<file path="config.mk">
export PLATFORM = sky130hd
export DESIGN_NAME = ram_rd_check
export DESIGN_NICKNAME = d
export VERILOG_FILES = /design/src/rtl/ram_rd_check.sv
export SDC_FILE = /design/constraint.sdc
export NUM_CORES = 1
export LEC_CHECK = 0
export CAP_MARGIN = 25
export CORE_MARGIN = 4
export CORE_UTILIZATION = 57
export DETAILED_ROUTE_END_ITERATION = 7
export PLACE_DENSITY = 0.84
export SYNTH_ARGS = -nofsm -noshare
export SYNTH_HDL_FRONTEND = slang
export SYNTH_SLANG_ARGS = --single-unit
</file>
<file path="constraint.sdc">
create_clock -name clk -period 6.1 [get_ports clk]
set_input_delay 0.61 -clock clk [delete_from_list [all_inputs] [get_ports clk]]
set_output_delay 0.61 -clock clk [all_outputs]
set_load 0.01 [all_outputs]
</file>
<file path="src/rtl/ram_rd_check.sv">
// rtl/ram_rd_check.sv - read-side pattern checker for the on-chip RAM test driver
//
// Purpose: passively watches the RAM driver's read strobe, address and the RAM
// read data. It checks every returned word against mem[a] = a + DATA_OFFSET and
// reports the outcome of each read burst of up to 2^ADDR_W words.
//
// Ports:
//   clk          system clock
//   rst_n        asynchronous active-low reset
//   ram_rd_en    read enable from the RAM driver
//   ram_addr     read address from the RAM driver
//   ram_rd_data  RAM read data, valid RD_LATENCY cycles after ram_rd_en
//   chk_done     one-cycle pulse when a burst result is published
//   chk_pass     last burst had no mismatches and was full length
//   err_cnt      mismatches in last burst, saturating at 255
//   err_addr     address of first mismatch in last burst, 0 if none
//   err_sticky   set by any failed burst, cleared only by reset
//   burst_len    words checked in last burst
module ram_rd_check #(
  parameter int ADDR_W      = 5,
  parameter int DATA_W      = 8,
  parameter int RD_LATENCY  = 1,
  parameter int DATA_OFFSET = 0
) (
  input  logic              clk,
  input  logic              rst_n,
  input  logic              ram_rd_en,
  input  logic [ADDR_W-1:0] ram_addr,
  input  logic [DATA_W-1:0] ram_rd_data,
  output logic              chk_done,
  output logic              chk_pass,
  output logic [7:0]        err_cnt,
  output logic [ADDR_W-1:0] err_addr,
  output logic              err_sticky,
  output logic [ADDR_W:0]   burst_len
);

  localparam logic [ADDR_W:0]   DEPTH_CNT = {1'b1, {ADDR_W{1'b0}}};
  localparam logic [ADDR_W:0]   ONE_CNT   = {{ADDR_W{1'b0}}, 1'b1};
  localparam logic [DATA_W-1:0] OFFSET    = DATA_W'(DATA_OFFSET);

  typedef enum logic [1:0] {IDLE, CHECK, REPORT} state_t;
  state_t state;

  // Alignment pipeline: strobe and address travel alongside the RAM access so
  // that vld_d/addr_d line up with the data they requested.
  logic              vld_pipe  [RD_LATENCY];
  logic [ADDR_W-1:0] addr_pipe [RD_LATENCY];
  logic              vld_d;
  logic [ADDR_W-1:0] addr_d;

  assign vld_d  = vld_pipe[RD_LATENCY-1];
  assign addr_d = addr_pipe[RD_LATENCY-1];

  always_ff @(posedge clk or negedge rst_n) begin
    if (!rst_n) begin
      for (int i = 0; i < RD_LATENCY; i++) begin
        vld_pipe[i]  <= 1'b0;
        addr_pipe[i] <= '0;
      end
    end else begin
      vld_pipe[0]  <= ram_rd_en;
      addr_pipe[0] <= ram_addr;
      for (int i = 1; i < RD_LATENCY; i++) begin
        vld_pipe[i]  <= vld_pipe[i-1];
        addr_pipe[i] <= addr_pipe[i-1];
      end
    end
  end

  logic [DATA_W-1:0] exp_data;
  logic              mismatch;

  assign exp_data = DATA_W'(addr_d) + OFFSET;
  assign mismatch = vld_d && (ram_rd_data != exp_data);

  // Burst accumulators for the burst currently open.
  logic [ADDR_W:0]   word_cnt;
  logic [7:0]        errors;
  logic [ADDR_W-1:0] first_addr;

  // Next accumulator values if the word in this cycle is compared. Only an
  // open burst (CHECK) carries history; from IDLE or REPORT the word starts a
  // fresh burst.
  logic              cont;
  logic              had_err;
  logic [ADDR_W:0]   words_nxt;
  logic [7:0]        errs_base;
  logic [7:0]        errs_nxt;
  logic [ADDR_W-1:0] first_nxt;

  // Totals of the burst as of the end of this cycle, and whether it ends here.
  logic [ADDR_W:0]   tot_words;
  logic [7:0]        tot_errs;
  logic [ADDR_W-1:0] tot_first;
  logic              burst_end;
  logic              pass_now;

  always_comb begin
    cont      = (state == CHECK);
    words_nxt = cont ? word_cnt + 1'b1 : ONE_CNT;
    errs_base = cont ? errors : 8'd0;
    errs_nxt  = (mismatch && errs_base != 8'hFF) ? errs_base + 8'd1 : errs_base;
    // errors saturates instead of wrapping, so nonzero means a mismatch was seen
    had_err   = cont && (errors != 8'd0);
    first_nxt = had_err ? first_addr : (mismatch ? addr_d : '0);

    tot_words = vld_d ? words_nxt : word_cnt;
    tot_errs  = vld_d ? errs_nxt  : errors;
    tot_first = vld_d ? first_nxt : first_addr;

    // A burst closes when the strobe drops or when the last word of a full
    // depth has just been compared.
    burst_end = vld_d ? (words_nxt == DEPTH_CNT) : cont;
    pass_now  = (tot_errs == 8'd0) && (tot_words == DEPTH_CNT);
  end

  // Results are registered on the edge that enters REPORT, so chk_done and the
  // result outputs are visible during the REPORT cycle itself.
  always_ff @(posedge clk or negedge rst_n) begin
    if (!rst_n) begin
      state      <= IDLE;
      word_cnt   <= '0;
      errors     <= '0;
      first_addr <= '0;
      chk_done   <= 1'b0;
      chk_pass   <= 1'b0;
      err_cnt    <= '0;
      err_addr   <= '0;
      err_sticky <= 1'b0;
      burst_len  <= '0;
    end else begin
      chk_done <= 1'b0;
      if (vld_d) begin
        word_cnt   <= words_nxt;
        errors     <= errs_nxt;
        first_addr <= first_nxt;
      end
      if (burst_end) begin
        state      <= REPORT;
        chk_done   <= 1'b1;
        chk_pass   <= pass_now;
        err_cnt    <= tot_errs;
        err_addr   <= tot_first;
        burst_len  <= tot_words;
        err_sticky <= err_sticky | ~pass_now;
      end else if (vld_d) begin
        state <= CHECK;
      end else begin
        state <= IDLE;
      end
    end
  end

endmodule

</file>
Word-level counts from Yosys, hierarchy flattened
Cells that the tools add are included.
{"block": "classes", "shifts": 0, "n_addsub": 2, "bitwise": 2, "n_lt_le_gt_ge": 0, "n_div": 0, "n_reduce_logical": 6, "mul": 0, "eq_ne": 5, "muxes": 12}
{"cell": "8-bit two-way mux", "n": 3}
{"cell": "5-bit two-way mux", "n": 3}
{"cell": "6-bit equality test, second input constant", "n": 2}
{"cell": "6-bit two-way mux", "n": 2}
{"cell": "8-bit by 1-bit adder with 8-bit output, second input constant", "n": 1}
{"cell": "8-bit zero test", "n": 1}
{"cell": "8-bit by 5-bit != test with 1-bit output", "n": 1}
{"cell": "8-bit != test, second input constant", "n": 1}
{"cell": "8-bit nonzero test", "n": 1}
{"cell": "6-bit by 1-bit adder with 6-bit output, second input constant", "n": 1}
{"cell": "1-bit logical AND", "n": 4}
{"cell": "1-bit two-way mux", "n": 3}
{"cell": "2-bit by 1-bit equality test with 1-bit output, second input constant", "n": 1}
{"cell": "2-bit two-way mux", "n": 1}
{"cell": "1-bit NOT", "n": 1}
{"cell": "1-bit bitwise OR", "n": 1}
{"block": "totals", "input_bits": 16, "output_inout_bits": 22, "latch_bits": 0, "wordCells": 39, "n_memories": 0, "rom_bits": 0, "reg_bits": 49, "ramBits": 0}

Depth between registers and ports, before layout
{"block": "depth", "ltp_word": 10, "ltp_mapped": 10, "depth_no_buf": 10}

Least setup slack after synthesis
OpenSTA, ideal clock, no wires.
{"block": "synth_timing", "path_type": "register -> register", "from": "register chk_done (netlist name)", "to": "register chk_pass", "path_slack_ns": 3.590, "period_less_slack_ns": 2.510, "t_arrival_ns": 2.444, "n_path_buf": 0, "stages_incl_launch_ff": 10, "setup_ns": 0.066, "required_ns": 6.034, "cell_sequence": "dfrtp_1 -> nand3b_1 -> inv_1 -> ha_1 -> a41o_4 -> a21o_1 -> a311o_1 -> or4_4 -> nor4_2 -> mux2_1"}
{"element": "end signal: assignment", "line_no": "142", "source": "chk_pass <= pass_now;"}
{"element": "end: declaration", "line_no": "31", "source": "output logic chk_pass,"}

Worst setup path after layout
{"block": "layout_timing", "from": "register vld_pipe, in the netlist vld_d", "to": "register chk_pass"}
{"block": "layout_between", "elab_cells_between_ends": 9, "cone_classes": "eq/ne: 1; mux: 4; reduce/logical: 4"}
{"element": "start: declaration", "line_no": "47", "source": "logic vld_pipe [RD_LATENCY];"}
{"element": "start signal: indexed assignment", "line_no": "65", "source": "vld_pipe[i] <= vld_pipe[i-1];"}
{"element": "6-bit two-way mux", "line_no": "108", "source": "tot_words = vld_d ? words_nxt : word_cnt;"}
{"element": "net tot_words[5]", "line_no": "93", "source": "logic [ADDR_W:0] tot_words;"}
{"element": "6-bit equality test", "line_no": "115", "source": "pass_now = (tot_errs == 8'd0) && (tot_words == DEPTH_CNT);"}
{"element": "1-bit logical AND", "line_no": "115"}
The timed path passes the listed nets, and every way through them passes these cells.
A chain may end at the register's enable or synchronous reset.

==> tab_implementation.tex <==
\begin{tabular}{lr}
\hline
Metric & Value \\
\hline
\multicolumn{2}{l}{\textbf{Timing}} \\
Worst clock skew on the final layout & 0.007672 ns \\
Worst slack on hold paths & 0.1939 ns \\
Final setup violation count & 0 \\
Setup ws final & 3.196 ns \\
Total negative slack for setup checks & 0 ns \\
Headroom to the max-slew limit & 0.3185 \\
Unrepaired setup endpoints after global routing & no \\
Final count of hold timing violations & 0 \\
Final worst-path cycle share & 0.4761 \\
Final Max Slew Viols & 0 \\
Time the final worst path needs with I/O delays and setup & 2.904 ns \\
Worst slew pin tran & 1.022 ns \\
Maximum frequency from static timing analysis & 0.3443 GHz \\
\multicolumn{2}{l}{\textbf{Synth}} \\
Proportion of synthesized flip-flops having asynchronous set or reset & 1.000 \\
Top flip-flop cell by instance count after synthesis & sky130\_fd\_sc\_hd\_\_dfrtp\_1 \\
Number of warnings printed during yosys synthesis & 0 \\
Unique cell type count in the Yosys netlist & 63 \\
Synthesized Nets & 221 \\
Post-synthesis adder-cell area fraction & 0.01042 \\
Fraction of the mapped netlist area in compound gates & 0.1501 \\
Xor/xnor share of the synthesized area & 0.02553 \\
Mean Syn Cell Area & 11.83 um2 \\
Mux cell area share after synthesis & 0.1027 \\
Combinational family with the most area after synthesis & simple AND/OR/NAND/NOR gates \\
Number of synthesized flops with an enable pin & 0 \\
Sequential fraction of the synthesis area & 0.5003 \\
Syn Std Cell Area & 0.002401 mm2 \\
Flop and latch count out of synthesis & 48 \\
Gate count of the mapped netlist & 203 \\
Post-synthesis share of cell area spent on and, or, nand and nor gates & 0.1626 \\
\multicolumn{2}{l}{\textbf{Floorplan}} \\
Site row count & 23 \\
Chip width & 72.90 um \\
Number of top-level pins & 38 \\
Starting density of the core & 0.5960 \\
Full die area & 0.005314 mm2 \\
Placeable core region & 0.004029 mm2 \\
Die extent in y & 72.90 um \\
\multicolumn{2}{l}{\textbf{Layout}} \\
Inserted Diodes & 0 \\
Filler cell count in the final layout & 286 \\
Most common cell after layout, fill and taps aside & sky130\_fd\_sc\_hd\_\_dfrtp\_1 \\
Final layout net count & 256 \\
Most used cells in the layout excluding fill and tap cells & sky130\_fd\_sc\_hd\_\_dfrtp\_1 (48), sky130\_fd\_sc\_hd\_\_clkdlybuf4s50\_1 (36), sky130\_fd\_sc\_hd\_\_mux2\_2 (17), sky130\_fd\_sc\_hd\_\_nand2\_1 (13), sky130\_fd\_sc\_hd\_\_nand3\_1 (9) \\
Area growth, synth to finish & 20.32\% \\
Layout cell share with drive strength beyond 1 & 0.1841 \\
\multicolumn{2}{l}{\textbf{Drt}} \\
Vias & 1768 \\
Iteration count of the initial detailed-routing pass & 4 \\
Routed wire length & 5.169 mm \\
Post-detailed-route DRC marker count & 0 \\
Vias per cell & 6.118 \\
WL per Instance & 17.89 um \\
Post-detailed-route count of antenna-violating nets & 0 \\
Number of design-rule violations left by the first detailed-router iteration & 158 \\
\multicolumn{2}{l}{\textbf{Flow run}} \\
Max-cap violations & 0 \\
\multicolumn{2}{l}{\textbf{Clocking}} \\
Hold-fix buffers at CTS & 0 \\
Buffer cell driving the clock tree root & sky130\_fd\_sc\_hd\_\_clkbuf\_8 \\
Post-CTS clock slew at the launch and capture registers of the worst setup and hold paths & 0.09 ns \\
TritonCTS buffer count & 5 \\
Cells resized by post-CTS repair & 0 \\
Sink count of the clock tree & 48 \\
Clk Latency, worst-skew pair & 0.30 ns \\
Number of levels in the clock H-tree & 2 \\
CTS tree & built \\
Post CTS Setup Buffer Count & 0 \\
Worst-case clock buffer depth & 2 \\
\multicolumn{2}{l}{\textbf{Critical path}} \\
Cells on worst reg2reg path & 7 \\
Worst path required time & 6.33 ns \\
Launch point of the critical path & vld\_d \\
Launch instance of the worst register-to-register path & vld\_d \\
Worst setup slack for register-to-register paths & 3.20 ns \\
Largest driver fanout on the critical path & 24 \\
Worst Path Arrival & 3.14 ns \\
Kind of end point of the critical path & flop \\
RR Endpoint & chk\_pass \\
Type of element launching the critical path & flop \\
Worst Setup Path Type & reg -> reg \\
\multicolumn{2}{l}{\textbf{Global routing}} \\
First-pass GRT wire length & 8.438 mm \\
Grt ovf & 0 \\
Total global routing track utilization & 0.2148 \\
Antenna violations before repair & 0 \\
Maximum number of pins on one net before global-route repair & 49 \\
Vias in the first global route & 1733 \\
\multicolumn{2}{l}{\textbf{Outcome}} \\
Result of the run & finished, final reports clean \\
\multicolumn{2}{l}{\textbf{Power}} \\
Worst vdd ir & 0.0002186 V \\
Power density normalized to cell area & 261.6 mW/mm2 \\
Logic gate share of total power & 0.182 \\
Static Leak & 1.232 nW \\
Design internal power & 0.5692 mW \\
P\_sw & 0.1865 mW \\
Seq pwr share & 0.491 \\
Clock power frac & 0.327 \\
Switching Fraction & 0.2468 \\
\multicolumn{2}{l}{\textbf{Place}} \\
Port buffer count & 37 \\
Setup WS pre-CTS & 2.913 ns \\
Final weighted congestion in routability-driven placement & 0.9278 \\
Post-detailed-placement half-perimeter wirelength & 3.532 mm \\
\multicolumn{2}{l}{\textbf{Min path}} \\
Worst hold path type & in -> async \\
\hline
\end{tabular}
==> worst max-delay path: stages, from the launching register on <==
cell and delay (ns):
sky130_fd_sc_hd__dfrtp_1 0.80, sky130_fd_sc_hd__nand3b_1 0.39, sky130_fd_sc_hd__or4_1 0.58, sky130_fd_sc_hd__nand3_1 0.16, sky130_fd_sc_hd__nand4bb_1 0.13, sky130_fd_sc_hd__or4_4 0.42, sky130_fd_sc_hd__nor4_2 0.19, sky130_fd_sc_hd__mux2_1 0.18
==> final cells by class <==
| type | instances | area [um2] | share of cell area |
|---|---|---|---|
| multi-input combinational | 137 | 1084 | 0.3751 |
| clock inverter | 1 | 30.03 | 0.01039 |
| tap | 50 | 62.56 | 0.02165 |
| inverter | 8 | 30.03 | 0.01039 |
| sequential | 48 | 1201 | 0.4158 |
| clock buffer | 7 | 96.34 | 0.03335 |
| timing repair buffer | 38 | 385.4 | 0.1334 |
==> metal layers <==
layer | track usage | up-vias | wire length (um)
li1 | - | 826 | -
met3 | 0.07300 | 9 | 364
met5 | 0 | - | 0
met2 | 0.3267 | 58 | 2442
met1 | 0.2817 | 875 | 2266
met4 | 0.09016 | 0 | 95
==> worst max path at each step <==
| stage | to | depth (start not counted) |
|---|---|---|
| 2_1_floorplan | chk_pass | 9 |
| 6_report | chk_pass | 7 |
| 4_1_cts | err_sticky | 7 |
| 3_3_place_gp | err_sticky | 8 |
| 5_1_grt | err_sticky | 7 |
| 3_5_place_dp | err_sticky | 8 |
==> power groups by stage <==
stage / clock [mW] / combinational [mW] / sequential (mW)
finish: 0.247 / 0.137 / 0.371
global route: 0.264 / 0.149 / 0.375
CTS: 0.249 / 0.136 / 0.371
detailed placement: 0 / 0.135 / 0.376
global placement: 0 / 0.133 / 0.375
floorplan: 0 / 0.0669 / 0.379
==> Yosys cell counts (2+ instances only) <==
library cell,n,area [um2]
sky130_fd_sc_hd__nand2_1,13,48.80
sky130_fd_sc_hd__nand3b_1,3,22.52
sky130_fd_sc_hd__dfrtp_1,48,1201
sky130_fd_sc_hd__o21ai_1,2,10.01
sky130_fd_sc_hd__or4_1,5,37.54
sky130_fd_sc_hd__nand4_1,2,12.51
sky130_fd_sc_hd__mux2_2,17,191.4
sky130_fd_sc_hd__or3_1,2,12.51
sky130_fd_sc_hd__a21oi_1,3,15.01
sky130_fd_sc_hd__ha_1,2,25.02
sky130_fd_sc_hd__clkbuf_1,2,7.510
sky130_fd_sc_hd__a21o_2,2,17.52
sky130_fd_sc_hd__nor2_1,6,22.52
sky130_fd_sc_hd__a211oi_1,2,15.01
sky130_fd_sc_hd__o21a_1,2,15.01
sky130_fd_sc_hd__nor3_1,2,10.01
sky130_fd_sc_hd__a21o_1,2,15.01
sky130_fd_sc_hd__buf_6,5,56.30
sky130_fd_sc_hd__mux2_1,4,45.04
sky130_fd_sc_hd__nand2b_1,2,12.51
sky130_fd_sc_hd__o22ai_1,2,12.51
sky130_fd_sc_hd__nand3_1,9,45.04
sky130_fd_sc_hd__xor2_1,2,17.52
sky130_fd_sc_hd__a31oi_1,3,18.77
sky130_fd_sc_hd__o21ai_0,4,20.02
sky130_fd_sc_hd__xnor2_1,5,43.79
sky130_fd_sc_hd__and4_4,2,22.52
sky130_fd_sc_hd__nor3b_1,2,15.01
sky130_fd_sc_hd__inv_1,8,30.03
sky130_fd_sc_hd__o211ai_1,2,15.01
sky130_fd_sc_hd__and3_1,2,12.51
sky130_fd_sc_hd__a22o_1,5,43.79
==> flip-flops by register name (all words and copies together), names as in the netlist <==
signal	cells
err_sticky	1
err_cnt	8
state	1
first_addr	5
burst_len	6
errors	8
addr_d	5
chk_done	1
chk_pass	1
err_addr	5
vld_d	1
word_cnt	6
==> logic make-up after synthesis <==
kind of cell / after synthesis
fa+ha+maj: 2
mux: 22
buf+inv: 18
compound gates: 44
flops: 48
xor+xnor: 7
simple gates: 62
==> metrics by stage <==
stage          instances  area (um2)    util  power, mW
2_1_floorplan        203        2401       -     0.4459
3_3_place_gp         280        2743  0.6807     0.5079
3_5_place_dp         280        2743  0.6807     0.5113
4_1_cts              288        2869  0.7121     0.7555
5_1_grt              289        2889  0.7171     0.7879
6_report             289        2889  0.7171     0.7558
Power figures use the tool's default switching activity.
